`config.mk`:
```
export PLATFORM = sky130hd
export DESIGN_NAME = bp_tile_sched
export DESIGN_NICKNAME = d
export VERILOG_FILES = /design/src/rtl/bp_sched_pkg.sv /design/src/rtl/bp_tile_min.sv /design/src/rtl/bp_tile_sched.sv
export SDC_FILE = /design/constraint.sdc
export NUM_CORES = 1
export LEC_CHECK = 0
export BUFFER_PORTS_ARGS = -buffer_cell sky130_fd_sc_hd__buf_2
export CAP_MARGIN = 20
export CORE_MARGIN = 2
export CORE_UTILIZATION = 50
export CTS_CLUSTER_SIZE = 10
export DETAILED_ROUTE_END_ITERATION = 10
export PLACE_DENSITY_LB_ADDON = 0.1
export SLEW_MARGIN = 20
export SYNTH_ARGS = -nofsm -noshare
export SYNTH_HDL_FRONTEND = slang
export SYNTH_HIERARCHICAL = 1
export SYNTH_SLANG_ARGS = --single-unit
```
`constraint.sdc`:
```
create_clock -name clk -period 8.6 [get_ports clk]
set_clock_uncertainty 0.15 [all_clocks]
set_input_delay 0.43 -clock clk [delete_from_list [all_inputs] [get_ports clk]]
set_output_delay 0.43 -clock clk [all_outputs]
set_load 0.02 [all_outputs]
```
`src/rtl/bp_sched_pkg.sv`:
```
// bp_sched_pkg
// Shared definitions for the bit-parallel tile scheduler:
//   - bp_sched_state_t : scheduler state encoding
//   - DIM_W            : width of layer dimensions and tile offsets (16)
//   - SUB_W            : width of a subtile size (8)
//   - HWCIJ_W          : width of the subtile HW*CIJ product (24)
package bp_sched_pkg;

  localparam int DIM_W   = 16;
  localparam int SUB_W   = 8;
  localparam int HWCIJ_W = 24;

  typedef enum logic [2:0] {
    IDLE,
    CALC,
    LOAD,
    EXEC,
    STORE,
    NEXT,
    DONE
  } bp_sched_state_t;

endpackage

```
`src/rtl/bp_tile_min.sv`:
```
// bp_tile_min
// Combinational subtile sizing: min(total - base, MAX_SUBTILE), narrowed to
// the subtile width. The caller guarantees base <= total whenever the result
// is used, so the subtraction never underflows in practice.
// Parameters:
//   MAX_SUBTILE : largest subtile along this dimension (1..255)
// Ports:
//   total   in  DIM_W : full layer dimension
//   base    in  DIM_W : base offset of the current subtile
//   subtile out SUB_W : size of the current subtile
module bp_tile_min
  import bp_sched_pkg::*;
#(
  parameter int MAX_SUBTILE = 64
) (
  input  logic [DIM_W-1:0] total,
  input  logic [DIM_W-1:0] base,
  output logic [SUB_W-1:0] subtile
);

  localparam logic [DIM_W-1:0] MAX_W = DIM_W'(MAX_SUBTILE);

  logic [DIM_W-1:0] remaining;
  logic [DIM_W-1:0] clipped;

  always_comb begin
    remaining = total - base;
    clipped   = (remaining < MAX_W) ? remaining : MAX_W;
    subtile   = SUB_W'(clipped);
  end

endmodule

```
`src/rtl/bp_tile_sched.sv`:
```
// bp_tile_sched
// Layer-level tile scheduler for the bit-parallel DSP array. Latches one
// layer's HW/K/CIJ, walks it in HW x K subtiles (K inner loop, edge tiles
// clipped to the remainder) and runs each subtile through load, execute
// and store handshakes.
// Optional feature macro: BP_TILE_SCHED_PERF_EN adds three saturating
// 32-bit performance counters (busy, execute, load+store stall cycles).
// Ports:
//   clk, rst                 clock, asynchronous active-high reset
//   cfg_start                start pulse, ignored while busy
//   cfg_HW/cfg_K/cfg_CIJ     layer dimensions
//   bp_subtile_HW/K/CIJ      current subtile sizes and reduction depth
//   bp_opt_subtile_HWCIJ     registered subtile HW*CIJ
//   ld_req/ld_done           load engine handshake
//   bp_ex_tile_start/_end    execute controller handshake
//   st_req/st_done           store engine handshake
//   tile_hw_idx/tile_k_idx   base offsets of the current subtile
//   sched_busy, sched_done   status
//   perf_*                   counters (only with BP_TILE_SCHED_PERF_EN)
module bp_tile_sched
  import bp_sched_pkg::*;
#(
  parameter int MAX_SUBTILE_HW = 64,
  parameter int MAX_SUBTILE_K  = 64
) (
  input  logic                clk,
  input  logic                rst,
  input  logic                cfg_start,
  input  logic [DIM_W-1:0]    cfg_HW,
  input  logic [DIM_W-1:0]    cfg_K,
  input  logic [DIM_W-1:0]    cfg_CIJ,
  output logic [SUB_W-1:0]    bp_subtile_HW,
  output logic [SUB_W-1:0]    bp_subtile_K,
  output logic [DIM_W-1:0]    bp_subtile_CIJ,
  output logic [HWCIJ_W-1:0]  bp_opt_subtile_HWCIJ,
  output logic                ld_req,
  input  logic                ld_done,
  output logic                bp_ex_tile_start,
  input  logic                bp_ex_tile_end,
  output logic                st_req,
  input  logic                st_done,
  output logic [DIM_W-1:0]    tile_hw_idx,
  output logic [DIM_W-1:0]    tile_k_idx,
  output logic                sched_busy,
  output logic                sched_done
`ifdef BP_TILE_SCHED_PERF_EN
  ,
  output logic [31:0]         perf_busy_cycles,
  output logic [31:0]         perf_ex_cycles,
  output logic [31:0]         perf_stall_cycles
`endif
);

  bp_sched_state_t state, state_nxt;

  logic [DIM_W-1:0] hw_q, k_q, cij_q;
  logic [SUB_W-1:0] sub_hw_c, sub_k_c;
  logic [DIM_W:0]   k_sum, hw_sum;
  logic             k_wrap, hw_end, dims_zero;

  bp_tile_min #(.MAX_SUBTILE(MAX_SUBTILE_HW)) u_min_hw (
    .total   (hw_q),
    .base    (tile_hw_idx),
    .subtile (sub_hw_c)
  );

  bp_tile_min #(.MAX_SUBTILE(MAX_SUBTILE_K)) u_min_k (
    .total   (k_q),
    .base    (tile_k_idx),
    .subtile (sub_k_c)
  );

  // Offset advance uses one extra bit so offsets close to 65535 cannot wrap
  // back below the layer size and restart the walk.
  always_comb begin
    k_sum     = {1'b0, tile_k_idx} + (DIM_W+1)'(MAX_SUBTILE_K);
    hw_sum    = {1'b0, tile_hw_idx} + (DIM_W+1)'(MAX_SUBTILE_HW);
    k_wrap    = (k_sum >= {1'b0, k_q});
    hw_end    = (hw_sum >= {1'b0, hw_q});
    dims_zero = (hw_q == '0) || (k_q == '0) || (cij_q == '0);
  end

  // A tile-end arriving together with the start pulse is too early for the
  // execute controller, so it is only honoured after the first EXEC cycle.
  always_comb begin
    state_nxt = state;
    case (state)
      IDLE:    if (cfg_start) state_nxt = CALC;
      CALC:    state_nxt = dims_zero ? DONE : LOAD;
      LOAD:    if (ld_done) state_nxt = EXEC;
      EXEC:    if (bp_ex_tile_end && !bp_ex_tile_start) state_nxt = STORE;
      STORE:   if (st_done) state_nxt = NEXT;
      NEXT:    state_nxt = (k_wrap && hw_end) ? DONE : CALC;
      DONE:    state_nxt = IDLE;
      default: state_nxt = IDLE;
    endcase
  end

  // Handshake and status outputs are decoded from the next state so they
  // come straight out of flops and line up with the state they belong to.
  always_ff @(posedge clk or posedge rst) begin
    if (rst) begin
      state                <= IDLE;
      hw_q                 <= '0;
      k_q                  <= '0;
      cij_q                <= '0;
      tile_hw_idx          <= '0;
      tile_k_idx           <= '0;
      bp_subtile_HW        <= '0;
      bp_subtile_K         <= '0;
      bp_subtile_CIJ       <= '0;
      bp_opt_subtile_HWCIJ <= '0;
      ld_req               <= 1'b0;
      st_req               <= 1'b0;
      bp_ex_tile_start     <= 1'b0;
      sched_busy           <= 1'b0;
      sched_done           <= 1'b0;
    end else begin
      state            <= state_nxt;
      ld_req           <= (state_nxt == LOAD);
      st_req           <= (state_nxt == STORE);
      bp_ex_tile_start <= (state_nxt == EXEC) && (state != EXEC);
      sched_busy       <= (state_nxt != IDLE);
      sched_done       <= (state_nxt == DONE);

      if (state == IDLE && cfg_start) begin
        hw_q        <= cfg_HW;
        k_q         <= cfg_K;
        cij_q       <= cfg_CIJ;
        tile_hw_idx <= '0;
        tile_k_idx  <= '0;
      end

      if (state == CALC) begin
        bp_subtile_HW        <= sub_hw_c;
        bp_subtile_K         <= sub_k_c;
        bp_subtile_CIJ       <= cij_q;
        bp_opt_subtile_HWCIJ <= HWCIJ_W'(sub_hw_c) * HWCIJ_W'(cij_q);
      end

      if (state == NEXT) begin
        if (k_wrap) begin
          tile_k_idx  <= '0;
          tile_hw_idx <= DIM_W'(hw_sum);
        end else begin
          tile_k_idx  <= DIM_W'(k_sum);
        end
      end
    end
  end

`ifdef BP_TILE_SCHED_PERF_EN
  // Saturating counters, restarted by every accepted layer start.
  always_ff @(posedge clk or posedge rst) begin
    if (rst) begin
      perf_busy_cycles  <= '0;
      perf_ex_cycles    <= '0;
      perf_stall_cycles <= '0;
    end else if (state == IDLE && cfg_start) begin
      perf_busy_cycles  <= '0;
      perf_ex_cycles    <= '0;
      perf_stall_cycles <= '0;
    end else begin
      if (state != IDLE && perf_busy_cycles != '1)
        perf_busy_cycles <= perf_busy_cycles + 32'd1;
      if (state == EXEC && perf_ex_cycles != '1)
        perf_ex_cycles <= perf_ex_cycles + 32'd1;
      if ((state == LOAD || state == STORE) && perf_stall_cycles != '1)
        perf_stall_cycles <= perf_stall_cycles + 32'd1;
    end
  end
`endif

endmodule

```
== After elaboration in Yosys (flattened, before gate mapping) ==
Index checks and enable logic that the tools add are counted.

* Add/sub/neg operators: 4
* Multiply operators: 1
* Divide/modulo/power cells: 0
* Magnitude comparators: 4
* Equality and inequality tests: 10
* Shifts and indexed selects: 0
* Mux-type cells: 15
* Bitwise gates (word level): 0
* Reductions and logical operators: 13

{| class="wikitable"
|+ Operator list
! cell !! count
|-
| two-way mux 16 bit || 6
|-
| logical NOT 16 bit || 3
|-
| adder 16 x 7 -> 17 bit, second input constant || 2
|-
| >= comparator 17 x 16 -> 1 bit || 2
|-
| < comparator 16 x 7 -> 1 bit, second input constant || 2
|-
| subtractor 16 bit || 2
|-
| multiplier 8 x 16 -> 24 bit || 1
|-
| two-way mux 3 bit || 6
|-
| one-hot mux 3 bit (6 select lines) || 1
|-
| two-way mux 8 bit || 2
|-
| == test 3 x 2 -> 1 bit, second input constant || 4
|-
| == test 3 bit, second input constant || 4
|-
| logical AND 1 bit || 4
|-
| == test 3 x 1 -> 1 bit, second input constant || 1
|-
| logical NOT 3 bit || 1
|-
| inequality test 3 x 2 -> 1 bit, second input constant || 1
|-
| nonzero test 3 bit || 1
|-
| logical OR 1 bit || 2
|-
| nonzero test 2 bit || 1
|-
| logical NOT 1 bit || 1
|}

* Register bits after elaboration: 144
* Bits in latches: 0
* Memory bits (writable): 0
* Memory bits (read-only): 0
* Input port bits: 54
* Output and inout port bits: 93
* Logic and storage cells: 62
* Memories kept: 0

== Depth between registers and ports, before layout ==
Gate-level depths: netlist (run 1).

* Depth in word-level cells: 7
* Gate-level depth with buffers: 29
* Depth with buffers taken out: 27

== Cells and area by module ==
The synthesis (run 1) kept the hierarchy.

{| class="wikitable"
|+ By module, submodules not included
! module !! instances !! cells each !! area each (um^2)
|-
| bp_tile_sched || 1 || 1,165 || 10,442.5
|-
| bp_tile_min || 2 || 151 || 1,051.0
|}

== Least setup slack after synthesis (run 1) ==
No wires, ideal clock.

* Kind: register to register
* Start point: register tile_hw_idx[0]
* End point: register bp_opt_subtile_HWCIJ[23]
* Setup time: 77 ps
* Arrival time: 7,590 ps
* Slack: 783 ps
* Stages on the path, launching flop included: 28
* Buffers on the path: 2
* Clock period less this slack: 7,817 ps
* Path through: dfrtp_1 > ha_1 > fa_1 > and2b_1 > o2111ai_1 > a21oi_1 > nor4_1 > or4_1 > or4b_4 > buf_6 > nor4b_2 > clkbuf_1 > nand2_1 > fa_1 > fa_1 > inv_1 > fa_1 > inv_1 > fa_1 > inv_1 > ha_1 > o21a_1 > o31a_1 > o31a_1 > o21ba_2 > o31ai_2 > mux2_2 > a21oi_1

* Longest elaborated chain between the ends: 4

{| class="wikitable"
|+ Ends and longest elaborated chain
! element !! RTL line !! source
|-
| start, declared || bp_tile_sched.sv:42 || <nowiki>output logic [DIM_W-1:0] tile_hw_idx,</nowiki>
|-
| start signal, assigned || bp_tile_sched.sv:144 || <nowiki>tile_hw_idx <= DIM_W'(hw_sum);</nowiki>
|-
| subtractor 16 bit * || bp_tile_min.sv:27 || <nowiki>remaining = total - base;</nowiki>
|-
| < comparator 16 x 7 -> 1 bit || bp_tile_min.sv:28 || <nowiki>clipped = (remaining < MAX_W) ? remaining : MAX_W;</nowiki>
|-
| two-way mux 8 bit * || bp_tile_min.sv:28 ||
|-
| via sub_hw_c[5] || bp_tile_sched.sv:57 || <nowiki>logic [SUB_W-1:0] sub_hw_c, sub_k_c;</nowiki>
|-
| multiplier 8 x 16 -> 24 bit * || bp_tile_sched.sv:138 || <nowiki>bp_opt_subtile_HWCIJ <= HWCIJ_W'(sub_hw_c) * HWCIJ_W'(cij_q);</nowiki>
|-
| end signal, assigned || bp_tile_sched.sv:138 ||
|-
| end, declared || bp_tile_sched.sv:35 || <nowiki>output logic [HWCIJ_W-1:0] bp_opt_subtile_HWCIJ,</nowiki>
|}

The timed path passes the listed nets; every way through them passes the cells marked *.
A chain may end at the register's enable or synchronous reset.

== Worst setup path in the final report (run 1) ==
* Start point: register hw_q[0]
* End point: register bp_opt_subtile_HWCIJ[23]

* Longest elaborated chain between the ends: 4

{| class="wikitable"
|+ Ends and longest elaborated chain
! element !! RTL line !! source
|-
| start, declared || bp_tile_sched.sv:56 || <nowiki>logic [DIM_W-1:0] hw_q, k_q, cij_q;</nowiki>
|-
| start signal, assigned || bp_tile_sched.sv:127 || <nowiki>hw_q <= cfg_HW;</nowiki>
|-
| subtractor 16 bit * || bp_tile_min.sv:27 ||
|-
| < comparator 16 x 7 -> 1 bit || bp_tile_min.sv:28 ||
|-
| two-way mux 8 bit * || bp_tile_min.sv:28 ||
|-
| via sub_hw_c[4] || bp_tile_sched.sv:57 ||
|-
| multiplier 8 x 16 -> 24 bit * || bp_tile_sched.sv:138 ||
|}

Marked as above.

==> impl_metrics.json, run 1 <==
{
  "grt_pass1_vias": 10210,
  "cts_resized": 0,
  "ys.flop_type": "dfrtp_1",
  "grtUsageMet2_pct": 40.02,
  "p_per_area_mw_per_mm2": 334.4,
  "crit_top_cell": "fa_1",
  "worst_path_max_delay_cell": "or4b_4",
  "whs_ns": 0.04110,
  "netlist_area_mm2": 0.01254,
  "layout-drive-gt1-share_pct": 14.54,
  "routed_via_density": 5.312,
  "io_buffers": 140,
  "postLayoutCoreUtil_pct": 57.44,
  "drt-initial-drc-count": 631,
  "postCtsSetupBuffers": 0,
  "first_pass_iters": 6,
  "synth_area_leaders": "dfrtp_1 28%, fa_1 14%, ha_1 10%, nand2_1 9.3%, and2_1 5.5%",
  "die_w_um": 162.4,
  "yosys_warnings": 6,
  "layout_commonest_cell": "nand2_1",
  "startpoint": "hw_q[0]$_DFFE_PP0P_",
  "cts_buffers": 17,
  "synthArstFlopShare_pct": 100.0,
  "drc": 0,
  "p_leak_nw": 7.161,
  "cts_sinks": 138,
  "placed_cells": 1880,
  "avgSynthCellArea_um2": 8.551,
  "area_growth_pct": 12.01,
  "ys_ff_latch": 138,
  "drt-total-wl_mm": 30.46,
  "vdd_ir_drop_max_mv": 0.1860,
  "clock_latency_ns": 0.44,
  "slew_headroom_pct": 47.87,
  "grt_pass1_wl_mm": 51.24,
  "row_count": 57,
  "min-delay-start": "cfg_CIJ[1]",
  "multiInputGateArea_mm2": 0.008065,
  "grt_busiest_layer": "met2",
  "cts_tree": "done",
  "setup_tns_ns": 0,
  "outcome": "complete, no violations",
  "clk_pin_slew_ns": 0.07,
  "cpPeakStageDelay_ns": 0.60,
  "io_pins": 147,
  "gp_congestion": 0.8816,
  "grt.overflow.total": 0,
  "seqCellArea_mm2": 0.003453,
  "cts-root-buf": "clkbuf_16",
  "ys_seq_area_share_pct": 27.53,
  "synth-edff-count": 0,
  "rsz0062_at_grt": "no",
  "ant_nets": 0,
  "antenna_found_initial": 2,
  "maxCapViolCount": 0,
  "vias": 10170,
  "layout.cells.non_filler": 1914,
  "core-area_mm2": 0.02446,
  "arrival_ns": 8.26,
  "hold_viol": 0,
  "met3_usage_pct": 4.482,
  "min_period_ns": 8.047,
  "fmax_mhz": 124.3,
  "cp_max_fo": 17,
  "r2r_setup_slack_ns": 0.55,
  "period_share_pct": 93.57,
  "netlist_instances": 1467,
  "setup_viol": 0,
  "start_util_pct": 51.28,
  "maxSlewViolCount": 0,
  "die_y_um": 162.4,
  "crit_type": "reg2reg",
  "synth_cell_types": 78,
  "r2r_start": "hw_q[0]$_DFFE_PP0P_",
  "tightest_slew_ns": 0.7764,
  "mostFrequentLayoutCells": "310 x nand2_1, 179 x inv_1, 140 x buf_2, 138 x dfrtp_1, 109 x and2_1",
  "dieArea_mm2": 0.02637,
  "cp-end-kind": "flop",
  "synth_top_cell_area_share_pct": 27.53,
  "cp_data_required_time_ns": 8.81,
  "cts_max_level": 4,
  "grt_use_total_pct": 24.21,
  "hold_end": "cij_q[1]$_DFFE_PP0P_",
  "placed_area_mm2": 0.01340,
  "min_path_cells": 3,
  "wl_per_cell_um": 15.91,
  "nets": 1818,
  "use_met1_pct": 33.47,
  "r2r_cells": 26,
  "fillCellCount": 2272,
  "cp-start-kind": "flop",
  "synth_top_area_cell": "dfrtp_1",
  "hpwl_mm": 22.34,
  "grt_max_degree": 76,
  "r2r-end": "bp_opt_subtile_HWCIJ[23]$_DFFE_PP0P_",
  "cts_buffer_depth": 2,
  "postLayoutCellArea_mm2": 0.01405,
  "hold_path_class": "in2reg"
}
## sequential cells by signal, indices dropped and copies added (netlist names), 10 cells and up
register,cells
bp_opt_subtile_HWCIJ,24
hw_q,16
cij_q,16
tile_hw_idx,16
k_q,16
tile_k_idx,10
bp_subtile_CIJ,16
## layer usage
metal,up-vias,part of all wire (%)
li1,4993,-
met1,4902,48
met2,242,46
met3,28,4.7
met4,2,1.2
met5,-,0.043
## layout make-up
| type | instances | share of cell area [%] |
|---|---|---|
| well taps | 324 | 2.885 |
| multi-input cells | 1085 | 57.40 |
| diodes | 1 | 0.01781 |
| inverters | 180 | 4.844 |
| clock buffers | 19 | 3.224 |
| flip-flops and latches | 138 | 24.58 |
| clock inverters | 13 | 1.273 |
| repair buffers | 154 | 5.779 |
## cell usage after synthesis, drive strengths merged (3+ instances only)
library cell	n
nor4	15
buf	28
and3	7
nand2b	21
o31ai	3
o311ai	3
nor3b	10
a41oi	4
nand4	10
clkbuf	48
xnor2	26
o21ai	79
o211ai	5
a21oi	54
fa	86
o2111ai	4
dfrtp	138
o21a	6
nor4b	12
a211o	5
nor2	45
nor3	12
a211oi	8
a21o	12
a31oi	8
a21boi	4
nand4bb	3
inv	180
conb	3
o22ai	3
xor2	15
o221ai	3
nand2	311
mux2	9
nand4b	4
ha	102
nand3	23
and2	111
or4b	4
mux2i	6
nor2b	7
o21bai	3
## worst max path at each step
stage                                                       to  depth (start not counted)
after global placement    bp_opt_subtile_HWCIJ[23]$_DFFE_PP0P_                         27
after global routing      bp_opt_subtile_HWCIJ[23]$_DFFE_PP0P_                         26
after floorplan           bp_opt_subtile_HWCIJ[23]$_DFFE_PP0P_                         27
after detailed placement  bp_opt_subtile_HWCIJ[23]$_DFFE_PP0P_                         27
after CTS                 bp_opt_subtile_HWCIJ[23]$_DFFE_PP0P_                         27
final                     bp_opt_subtile_HWCIJ[23]$_DFFE_PP0P_                         26
## power by group
part | switching (mW) | internal (mW) | leakage (nW)
clock | 0.330 | 0.481 | 0.308
sequential | 0.305 | 0.877 | 1.78
combinational | 1.64 | 1.07 | 5.07
## critical path, delay by kind of cell, from the launching register on
family | cells | cell delay, ns
DFF | 1 | 0.40
buffers and inverters | 5 | 0.44
adders and majority gates | 7 | 3.03
and+or+nand+nor | 6 | 1.80
muxes | 1 | 0.37
AOI/OAI and AO/OA | 7 | 1.79
## cell families after synthesis
group | count (synthesis) | share of synthesized area (%)
AND/OR/NAND/NOR | 605 | 24.53
buffers and inverters | 256 | 8.568
AO/OA/AOI/OAI | 221 | 11.06
adder cells (fa/ha/maj) | 188 | 23.90
flip-flops | 138 | 27.53
XOR/XNOR | 41 | 2.863
multiplexers | 15 | 1.466
other | 3 | 0.08976
## what timing repair did
item | 4_1_cts | 5_1_grt
endpoints found under the hold margin | 64 | 0
setup endpoints to repair | 0 | 0
hold buffers | 1 | 0
## through the flow
stage / power [mW] / setup WS, ns
2_1_floorplan: 3.237 / 0.7827
3_3_place_gp: 3.852 / 0.7996
3_5_place_dp: 3.877 / 0.5865
4_1_cts: 4.722 / 0.5902
5_1_grt: 5.143 / 0.1088
6_report: 4.698 / 0.5532
(Power assumes the default switching activity.)
==> run 2: changes to the inputs <==
Settings changed: ABC_AREA set to 1.
==> run 2 against run 1 <==
The run now ends with DRC left. Register-to-register slack improved by 0.74 ns. Fmax rose by 10%. Global-route usage grew 1.7 points. Wire length rose by 15%. Largest cell class unchanged.
==> impl_metrics.json, run 2 <==
{
  "outcome": "complete, but fails checks",
  "violations": "DRC",
  "synth_cell_types": 45,
  "drc": 12,
  "die_w_um": 167.5,
  "grt_use_total_pct": 25.95,
  "io_buffers": 140,
  "cts_max_level": 4,
  "antenna_found_initial": 6,
  "seqCellArea_mm2": 0.003453,
  "die_y_um": 167.5,
  "grt_pass1_wl_mm": 58.76,
  "r2r_cells": 30,
  "drt-total-wl_mm": 34.89,
  "p_int_mw": 2.271,
  "cp-end-kind": "flop",
  "hpwl_mm": 26.87,
  "r2r-end": "bp_opt_subtile_HWCIJ[16]$_DFFE_PP0P_",
  "power_frac_seq_pct": 24.3,
  "dieArea_mm2": 0.02805,
  "routed_via_density": 4.995,
  "clock_latency_ns": 0.44,
  "cts_sinks": 138,
  "slew_headroom_pct": 40.38,
  "ant_nets": 0,
  "cp-start-kind": "flop",
  "clk_pin_slew_ns": 0.06,
  "maxSlewViolCount": 0,
  "setup_tns_ns": 0,
  "min_path_cells": 3,
  "r2r_start": "hw_q[0]$_DFFE_PP0P_",
  "io_pins": 147,
  "vias": 11690,
  "cp_data_required_time_ns": 8.77,
  "crit_type": "reg2reg",
  "area_growth_pct": 11.22,
  "cp_max_fo": 23,
  "row_count": 59,
  "synth-adder-area-share_pct": 22.43,
  "p_per_area_mw_per_mm2": 313.5,
  "yosys_warnings": 6,
  "cts_buffer_depth": 2,
  "wl_per_cell_um": 14.91,
  "fmax_mhz": 136.9,
  "swShare_pct": 51.27,
  "gp_congestion": 0.9176,
  "r2r_setup_slack_ns": 1.30,
  "worst_path_max_delay_cell": "nor2_2",
  "placed_area_mm2": 0.01425,
  "drt-initial-drc-count": 817,
  "layout-drive-gt1-share_pct": 13.44,
  "postLayoutCellArea_mm2": 0.01487,
  "layout_commonest_cell": "nand2_1",
  "synth-compound-area-share_pct": 6.254,
  "largest_reg_flops": 24,
  "grt_pass1_vias": 11860,
  "largest-register": "bp_opt_subtile_HWCIJ",
  "min_period_ns": 7.304,
  "synth.most_common_cell": "nand2_1",
  "avgSynthCellArea_um2": 7.109,
  "maxCapViolCount": 0,
  "grt_max_degree": 75,
  "synth_area_leaders": "dfrtp_1 26%, nand2_1 17%, fa_1 13%, inv_1 11%, ha_1 9.5%",
  "arrival_ns": 7.47,
  "mostFrequentLayoutCells": "611 x nand2_1, 407 x inv_1, 140 x buf_2, 138 x dfrtp_1, 102 x ha_1",
  "cts_resized": 0,
  "cpPeakStageDelay_ns": 0.69,
  "netlist_instances": 1880,
  "comb_power_share_pct": 58.9,
  "synth_top_area_cell": "dfrtp_1",
  "core-area_mm2": 0.02613,
  "ys_ff_latch": 138,
  "hold_path_class": "in2reg",
  "cts-root-buf": "clkbuf_16",
  "p_sw_mw": 2.389,
  "ys.flop_type": "dfrtp_1",
  "hold_viol": 0,
  "start_util_pct": 51.14,
  "synthMuxAreaShare_pct": 0,
  "synth_xor_area_share_pct": 2.228,
  "cp_num_buf_inv": 5,
  "worst_path_dominant_cell_family": "adder cells",
  "multiInputGateArea_mm2": 0.008075,
  "synth_top_cell_area_share_pct": 25.84,
  "synthArstFlopShare_pct": 100.0,
  "vdd_ir_drop_max_mv": 0.1519,
  "ys_seq_area_share_pct": 25.84,
  "grt.overflow.total": 0,
  "first_pass_iters": 8,
  "rsz0062_at_grt": "no",
  "setup_viol": 0,
  "p_leak_nw": 8.958,
  "netlist_area_mm2": 0.01337,
  "hold_end": "cij_q[9]$_DFFE_PP0P_",
  "yosys.area_share.simple_pct": 29.09,
  "synthTopCellsByCount": "611 x nand2_1, 408 x inv_1, 138 x dfrtp_1",
  "synth_top_family_by_area": "simple AND/OR/NAND/NOR gates",
  "nets": 2231,
  "cts_buffers": 17,
  "min-delay-start": "cfg_CIJ[9]",
  "synth-edff-count": 0,
  "fillCellCount": 2570,
  "p_clk_share_pct": 16.7,
  "tightest_slew_ns": 0.8943,
  "period_share_pct": 84.93,
  "cts_tree": "done"
}
## run 2: cell types whose count changed after synthesis, sizes merged, moves of 17 or more
cell / delta
xnor2: -18
nand3: +58
nand2b: -21
nand2: +319
and2: -105
inv: +236
nor2: +44
nand4: +17
## run 2: how the worst max path moves through the flow
stage,start,end,slack [ns],cells past startpoint
after floorplan,tile_hw_idx[0]$_DFFE_PP0P_,bp_opt_subtile_HWCIJ[16]$_DFFE_PP0P_,2.30,31
after detailed placement,hw_q[0]$_DFFE_PP0P_,bp_opt_subtile_HWCIJ[16]$_DFFE_PP0P_,1.37,30
after global routing,hw_q[0]$_DFFE_PP0P_,bp_opt_subtile_HWCIJ[14]$_DFFE_PP0P_,0.85,30
final,hw_q[0]$_DFFE_PP0P_,bp_opt_subtile_HWCIJ[16]$_DFFE_PP0P_,1.30,30
after CTS,hw_q[0]$_DFFE_PP0P_,bp_opt_subtile_HWCIJ[16]$_DFFE_PP0P_,1.34,30
after global placement,hw_q[0]$_DFFE_PP0P_,bp_opt_subtile_HWCIJ[16]$_DFFE_PP0P_,1.52,30
## run 2: worst min-delay path: stages
cell	delay, ns
buf_2	0.07
nand2_1	0.04
nand2_1	0.04
## run 2: power groups by stage
stage | combinational (mW) | clock (mW) | sequential, mW
finish | 2.75 | 0.779 | 1.13
floorplan | 2.12 | 0 | 1.10
global route | 3.17 | 0.817 | 1.16
global placement | 2.71 | 0 | 1.14
CTS | 2.76 | 0.790 | 1.13
detailed placement | 2.74 | 0 | 1.14
## run 2: final cells by class
class | count | area share [%]
Clock inverter | 9 | 0.7575
Clock buffer | 23 | 3.283
Antenna cell | 3 | 0.05050
Inverter | 418 | 10.61
Sequential cell | 138 | 23.23
Timing Repair Buffer | 144 | 4.932
Multi-Input combinational cell | 1270 | 54.32
Tap cell | 335 | 2.820
## run 2: kinds of logic (layout without fill, tap and decap cells)
| family | count (synthesis) | after routing |
|---|---|---|
| AOI/OAI and AO/OA | 153 | 153 |
| xor gates and xnor gates | 34 | 34 |
| adders and majority gates | 188 | 188 |
| buffers and inverters | 484 | 594 |
| DFF | 138 | 138 |
| other | 3 | 18 |
| and+or+nand+nor | 880 | 880 |
## run 2: repair_timing
action	in CTS	in global routing
setup buffers	0	0
hold buffers	1	0
endpoints found under the hold margin	20	0
## run 2: routing by layer
layer	GRT usage [%]	vias to the layer above	part of all wire, %
met2	45.61	303	49
met4	6.881	6	1.8
met5	0	-	0.11
li1	-	5868	-
met3	4.396	52	5.1
met1	33.21	5460	44
## run 2: metrics by stage
stage / hold WS, ns / std cells / worst slack (ns) / power [mW] / utilization (%)
finish: 0.03797 / 2340 / 1.296 / 4.661 / 56.89
global route: 0.03414 / 2338 / 0.8501 / 5.152 / 56.87
CTS: 0.02779 / 2337 / 1.336 / 4.683 / 56.85
detailed placement: 0.3044 / 2304 / 1.373 / 3.886 / 54.52
global placement: 0.2995 / 2304 / 1.516 / 3.847 / 54.52
floorplan: 0.3459 / 1892 / 2.304 / 3.215 / -
